[config.mk]
export PLATFORM = sky130hd
export DESIGN_NAME = audio_out_tdm
export DESIGN_NICKNAME = d
export VERILOG_FILES = /design/src/rtl/audio_out_tdm.sv
export SDC_FILE = /design/constraint.sdc
export NUM_CORES = 1
export LEC_CHECK = 0
export CAP_MARGIN = 20
export CORE_MARGIN = 4
export CORE_UTILIZATION = 49
export CTS_CLUSTER_DIAMETER = 60
export DETAILED_ROUTE_END_ITERATION = 10
export GPL_ROUTABILITY_DRIVEN = 1
export PLACE_DENSITY = 0.83
export SLEW_MARGIN = 20
export SYNTH_ARGS = -nofsm -noshare
export SYNTH_HDL_FRONTEND = slang
export SYNTH_SLANG_ARGS = --single-unit
[constraint.sdc]
create_clock -name clk -period 1.6 [get_ports clk]
set_clock_uncertainty 0.15 [all_clocks]
set_input_delay 0.48 -clock clk [delete_from_list [all_inputs] [get_ports clk]]
set_output_delay 0.48 -clock clk [all_outputs]
set_load 0.1 [all_outputs]
[src/rtl/audio_out_tdm.sv]
// Serial audio DAC driver: I2S / left-justified stereo or TDM (up to 8 slots),
// with a 1-deep frame buffer behind a valid/ready handshake and underrun reporting.
module audio_out_tdm #(
  parameter int SAMPLE_W  = 16,
  parameter int SLOT_W    = 16,
  parameter int CHANNELS  = 2,
  parameter int BIT_TICKS = 16,
  parameter int MODE_I2S  = 1
) (
  input  logic                         clk,
  input  logic                         rst_n,
  input  logic                         dac_clk,
  input  logic [CHANNELS*SAMPLE_W-1:0] snd_data,
  input  logic                         snd_valid,
  output logic                         snd_ready,
  output logic                         mclk,
  output logic                         bclk,
  output logic                         lrck,
  output logic                         sdin,
  output logic                         underrun
);

  localparam int FRAME_W  = CHANNELS * SAMPLE_W;
  localparam int FRAME_PW = CHANNELS * SLOT_W;
  localparam int TICK_W   = $clog2(BIT_TICKS);
  localparam int BIT_W    = $clog2(SLOT_W);
  localparam int SLOT_CW  = $clog2(CHANNELS);

  localparam logic [TICK_W-1:0]  TICK_MAX  = TICK_W'(BIT_TICKS - 1);
  localparam logic [TICK_W-1:0]  TICK_HALF = TICK_W'(BIT_TICKS / 2);
  localparam logic [BIT_W-1:0]   BIT_MAX   = BIT_W'(SLOT_W - 1);
  localparam logic [SLOT_CW-1:0] SLOT_MAX  = SLOT_CW'(CHANNELS - 1);

  logic [TICK_W-1:0]   tick_q, tick_d;
  logic [BIT_W-1:0]    bit_q, bit_d;
  logic [SLOT_CW-1:0]  slot_q, slot_d;
  logic [FRAME_W-1:0]  buf_q, buf_d;
  logic                full_q, full_d;
  logic [FRAME_PW-1:0] shift_q, shift_d;
  logic                mclk_q, mclk_d;
  logic                bclk_q, bclk_d;
  logic                lrck_q, lrck_d;
  logic                sdin_q, sdin_d;
  logic                underrun_q, underrun_d;

  logic [FRAME_PW-1:0] buf_padded;
  logic                xfer, bit_end, eof;

  // Buffer laid out as the serial stream: ch0 slot first, each sample MSB-aligned, zero pad below.
  for (genvar gi = 0; gi < CHANNELS; gi++) begin : g_pad
    logic [SAMPLE_W+SLOT_W-1:0] ext;
    assign ext = {buf_q[gi*SAMPLE_W +: SAMPLE_W], SLOT_W'(0)};
    assign buf_padded[FRAME_PW-1-gi*SLOT_W -: SLOT_W] = ext[SAMPLE_W+SLOT_W-1 -: SLOT_W];
  end

  assign xfer    = snd_valid && !full_q;
  assign bit_end = dac_clk && (tick_q == TICK_MAX);
  assign eof     = bit_end && (bit_q == BIT_MAX) && (slot_q == SLOT_MAX);

  always_comb begin
    tick_d     = tick_q;
    bit_d      = bit_q;
    slot_d     = slot_q;
    buf_d      = buf_q;
    full_d     = full_q;
    shift_d    = shift_q;
    mclk_d     = mclk_q;
    bclk_d     = bclk_q;
    lrck_d     = lrck_q;
    sdin_d     = sdin_q;
    underrun_d = 1'b0;

    if (dac_clk) begin
      tick_d = (tick_q == TICK_MAX) ? '0 : tick_q + 1'b1;
      mclk_d = ~mclk_q;
      bclk_d = (tick_d >= TICK_HALF);
      if (bit_end) begin
        bit_d = (bit_q == BIT_MAX) ? '0 : bit_q + 1'b1;
        if (bit_q == BIT_MAX) begin
          slot_d = (slot_q == SLOT_MAX) ? '0 : slot_q + 1'b1;
        end
        shift_d = eof ? buf_padded : (shift_q << 1);
        // I2S outputs the bit that just finished, giving the one-bit delay across slot/frame edges.
        sdin_d = (MODE_I2S != 0) ? shift_q[FRAME_PW-1] : shift_d[FRAME_PW-1];
        if (CHANNELS == 2) begin
          lrck_d = slot_d[0];
        end else begin
          lrck_d = (slot_d == '0) && (bit_d == '0);
        end
      end
    end

    if (xfer) begin
      buf_d = snd_data;
    end
    if (eof) begin
      full_d     = xfer;
      underrun_d = !full_q;
    end else if (xfer) begin
      full_d = 1'b1;
    end
  end

  always_ff @(posedge clk or negedge rst_n) begin
    if (!rst_n) begin
      tick_q     <= '0;
      bit_q      <= '0;
      slot_q     <= '0;
      buf_q      <= '0;
      full_q     <= 1'b0;
      shift_q    <= '0;
      mclk_q     <= 1'b0;
      bclk_q     <= 1'b0;
      lrck_q     <= 1'b0;
      sdin_q     <= 1'b0;
      underrun_q <= 1'b0;
    end else begin
      tick_q     <= tick_d;
      bit_q      <= bit_d;
      slot_q     <= slot_d;
      buf_q      <= buf_d;
      full_q     <= full_d;
      shift_q    <= shift_d;
      mclk_q     <= mclk_d;
      bclk_q     <= bclk_d;
      lrck_q     <= lrck_d;
      sdin_q     <= sdin_d;
      underrun_q <= underrun_d;
    end
  end

  assign snd_ready = !full_q;
  assign mclk      = mclk_q;
  assign bclk      = bclk_q;
  assign lrck      = lrck_q;
  assign sdin      = sdin_q;
  assign underrun  = underrun_q;

endmodule

==> flow_summary.toml <==
[critical_path]
worst_setup_path_end_kind = "output port"
required_ns = 0.97
r2r_start = "full_q"
r2r-end = "buf_q[30]"
r2r_cells = 5
crit_end = "snd_ready"
worstPathMaxFanout = 2
arrival_ns = 1.07
path_class = "reg2out"
startpoint = "full_q"
start_kind = "flop"
ff2ff_setup_slack_ns = -0.02

[clock_network]
cts_made_buffers = 9
cts.sinks = 78
clkLatencyLatePin_ns = 0.36
cts_tree = "done"
cts.path.max_buffers = 2
htreeDepth = 3
clockRootBuffer = "clkbuf_8"
path_clk_slew_ns = 0.09

[global_routing]
grt_pass1_wl_mm = 10.4
grt-ovfl-total = 0
grt_antenna_before_repair = 0
grt_pass1_vias = 2277
gr-usage-all-layers_pct = 15.8
grt_max_degree = 74

[detailed_routing]
dr.pass1.iters = 4
vias = 2208
drtAntennaViolNets = 0
vias_per_cell = 5.35
wl_per_cell_um = 16.4
drc = 0
drt_iter0_markers = 135
wl_mm = 6.76

[logic_synthesis]
synth_edf_count = 0
seq_area_frac_synth_pct = 59.2
yosysUniqueCellTypes = 27
synthArstFlopShare_pct = 100
synth_nets = 302
synthCells = 264
syn_area_per_cell_um2 = 12.5
netlist_area_um2 = 3290
ys_ff_latch = 78
yosys_most_used_dff = "dfrtp_1"
yosys_warnings = 0

[run_status]
violations = "setup timing"
status = "finished with violations"

[final_layout]
area_delta_synth_final_pct = 32.5
nFillCells = 457
final_common_cell = "dfrtp_1"
drive_gt1_share_pct = 28.9
diodes = 0
fin_nets = 369
final_area_um2 = 4360
layout_common_cells = "dfrtp_1, nand2_1, mux2_2"

[timing]
setup_viol = 14
layout_setup_ws_ns = -0.103
whs_ns = 0.334
max-slew-margin-rel_pct = 74.3
worst_pin_slew_ns = 0.385
timing.fmax_mhz = 587
rsz0062_at_grt = "true"
drv_slew = 0
hold_viol_final = 0
fin_crit_ns = 1.70
min_period_over_period_pct = 106

[die]
die_height_um = 90.0
ios = 42
num_rows = 29
die_x_um = 90.0
die_area_um2 = 8100
initial_core_util_pct = 51.3
coreArea_um2 = 6420

[power_and_ir_drop]
power_switching_uw = 1360
p_leak_uw = 0.00212
total_power_uw = 4620
pwr-share-comb_pct = 19.6
power.internal_uw = 3260
p_clk_share_pct = 31.1
p_per_area_nw_per_um2 = 1060
seq_power_share_pct = 49.3
ir_drop_mv = 0.791
switching_share_pct = 29.4

[placed_design]
dp_hpwl_mm = 4.00
port_buffers = 41
dp_slack_ns = -0.467
dpl_cell_area_um2 = 3970
gp_congestion = 0.707

[hold_path]
worstHoldPathType = "in2async"

[run]
cap_violations = 0
-- through the flow --
stage	utilization [%]	std cells	setup TNS, ns
after global routing	68.0	413	-0.892
after floorplan	-	264	0
after CTS	65.3	405	-0.527
final	68.0	413	-0.248
after global placement	61.7	386	-24.11
after detailed placement	61.7	386	-27.07
-- power by group through the flow --
stage / clock [µW] / combinational [µW] / sequential [µW]
after global placement: 0 / 818 / 2280
after global routing: 1550 / 992 / 2300
after CTS: 1450 / 850 / 2250
after floorplan: 0 / 281 / 2440
after detailed placement: 0 / 842 / 2290
final: 1440 / 905 / 2280
-- how the worst min path moves through the flow --
stage          slack [ns]  start  cells after the start         end
2_1_floorplan        0.03  rst_n                      0        bclk
3_3_place_gp         0.15  rst_n                      1  shift_q[2]
3_5_place_dp         0.15  rst_n                      1  shift_q[2]
4_1_cts              0.31  rst_n                      2   buf_q[18]
5_1_grt              0.33  rst_n                      2   buf_q[14]
6_report             0.33  rst_n                      2  shift_q[2]
-- Yosys cell counts, drive strengths merged (2+ instances only) --
cell    instances  area share [%]
dfrtp          78              59
a31oi           2            0.38
o31ai           2            0.46
ha              2            0.76
a21oi           2            0.30
o21ai          35             5.3
buf            10             2.3
xor2            2            0.53
mux2           34              12
clkbuf          5            0.57
mux2i          31             9.4
xnor2           2            0.53
nor2            3            0.42
inv             3            0.34
nand4           3             1.5
nand2          43             4.9
-- critical path, cell delays in order, from the launching register on --
cell and delay [ns]:
dfrtp_2 0.44, clkinvlp_4 0.10, buf_12 0.17
-- sequential cells by signal, summed over array words and instances (netlist names) --
register  flops
tick_q        4
mclk          1
bclk          1
buf_q        32
shift_q      32
full_q        1
sdin          1
bit_q         4
slot_q        1
underrun      1
-- final cells by class --
cell class                      instances  area (µm²)  share of cell area, %
Multi-Input combinational cell        169        1280                   29.4
Clock buffer                            9         124                   2.84
Sequential cell                        78        1950                   44.8
Timing Repair Buffer                   70         828                   19.0
Clock inverter                          7        65.1                   1.49
Inverter                                3        15.0                  0.344
Tap cell                               77        96.3                   2.21
-- timing repair --
item,CTS,global route
hold buffers,1,0
resized for setup,5,9
gates cloned,0,5
pin swaps,0,1
endpoints found under the hold margin,5,0
endpoints found under the setup margin,35,58
setup buffers,2,3
-- cells by family (layout without fill, tap and decap cells) --
group           count (synthesis)  in the layout  synth area share [%]
buf+inv                        18             89                  3.19
mux                            65             65                  21.0
flops                          78             78                  59.2
compound gates                 43             43                  6.95
fa+ha+maj                       2              2                 0.759
xor+xnor                        4              4                  1.06
simple gates                   54             55                  7.75
-- per-layer routing --
| metal | GRT usage [%] | wire length (µm) | vias up |
|---|---|---|---|
| met1 | 19.9 | 2920 | 1089 |
| met3 | 4.42 | 387 | 14 |
| met2 | 25.3 | 3300 | 55 |
| li1 | - | - | 1050 |
| met5 | 0 | 0 | - |
| met4 | 7.91 | 157 | 0 |
Note: power is estimated with default switching activity, not from simulation.
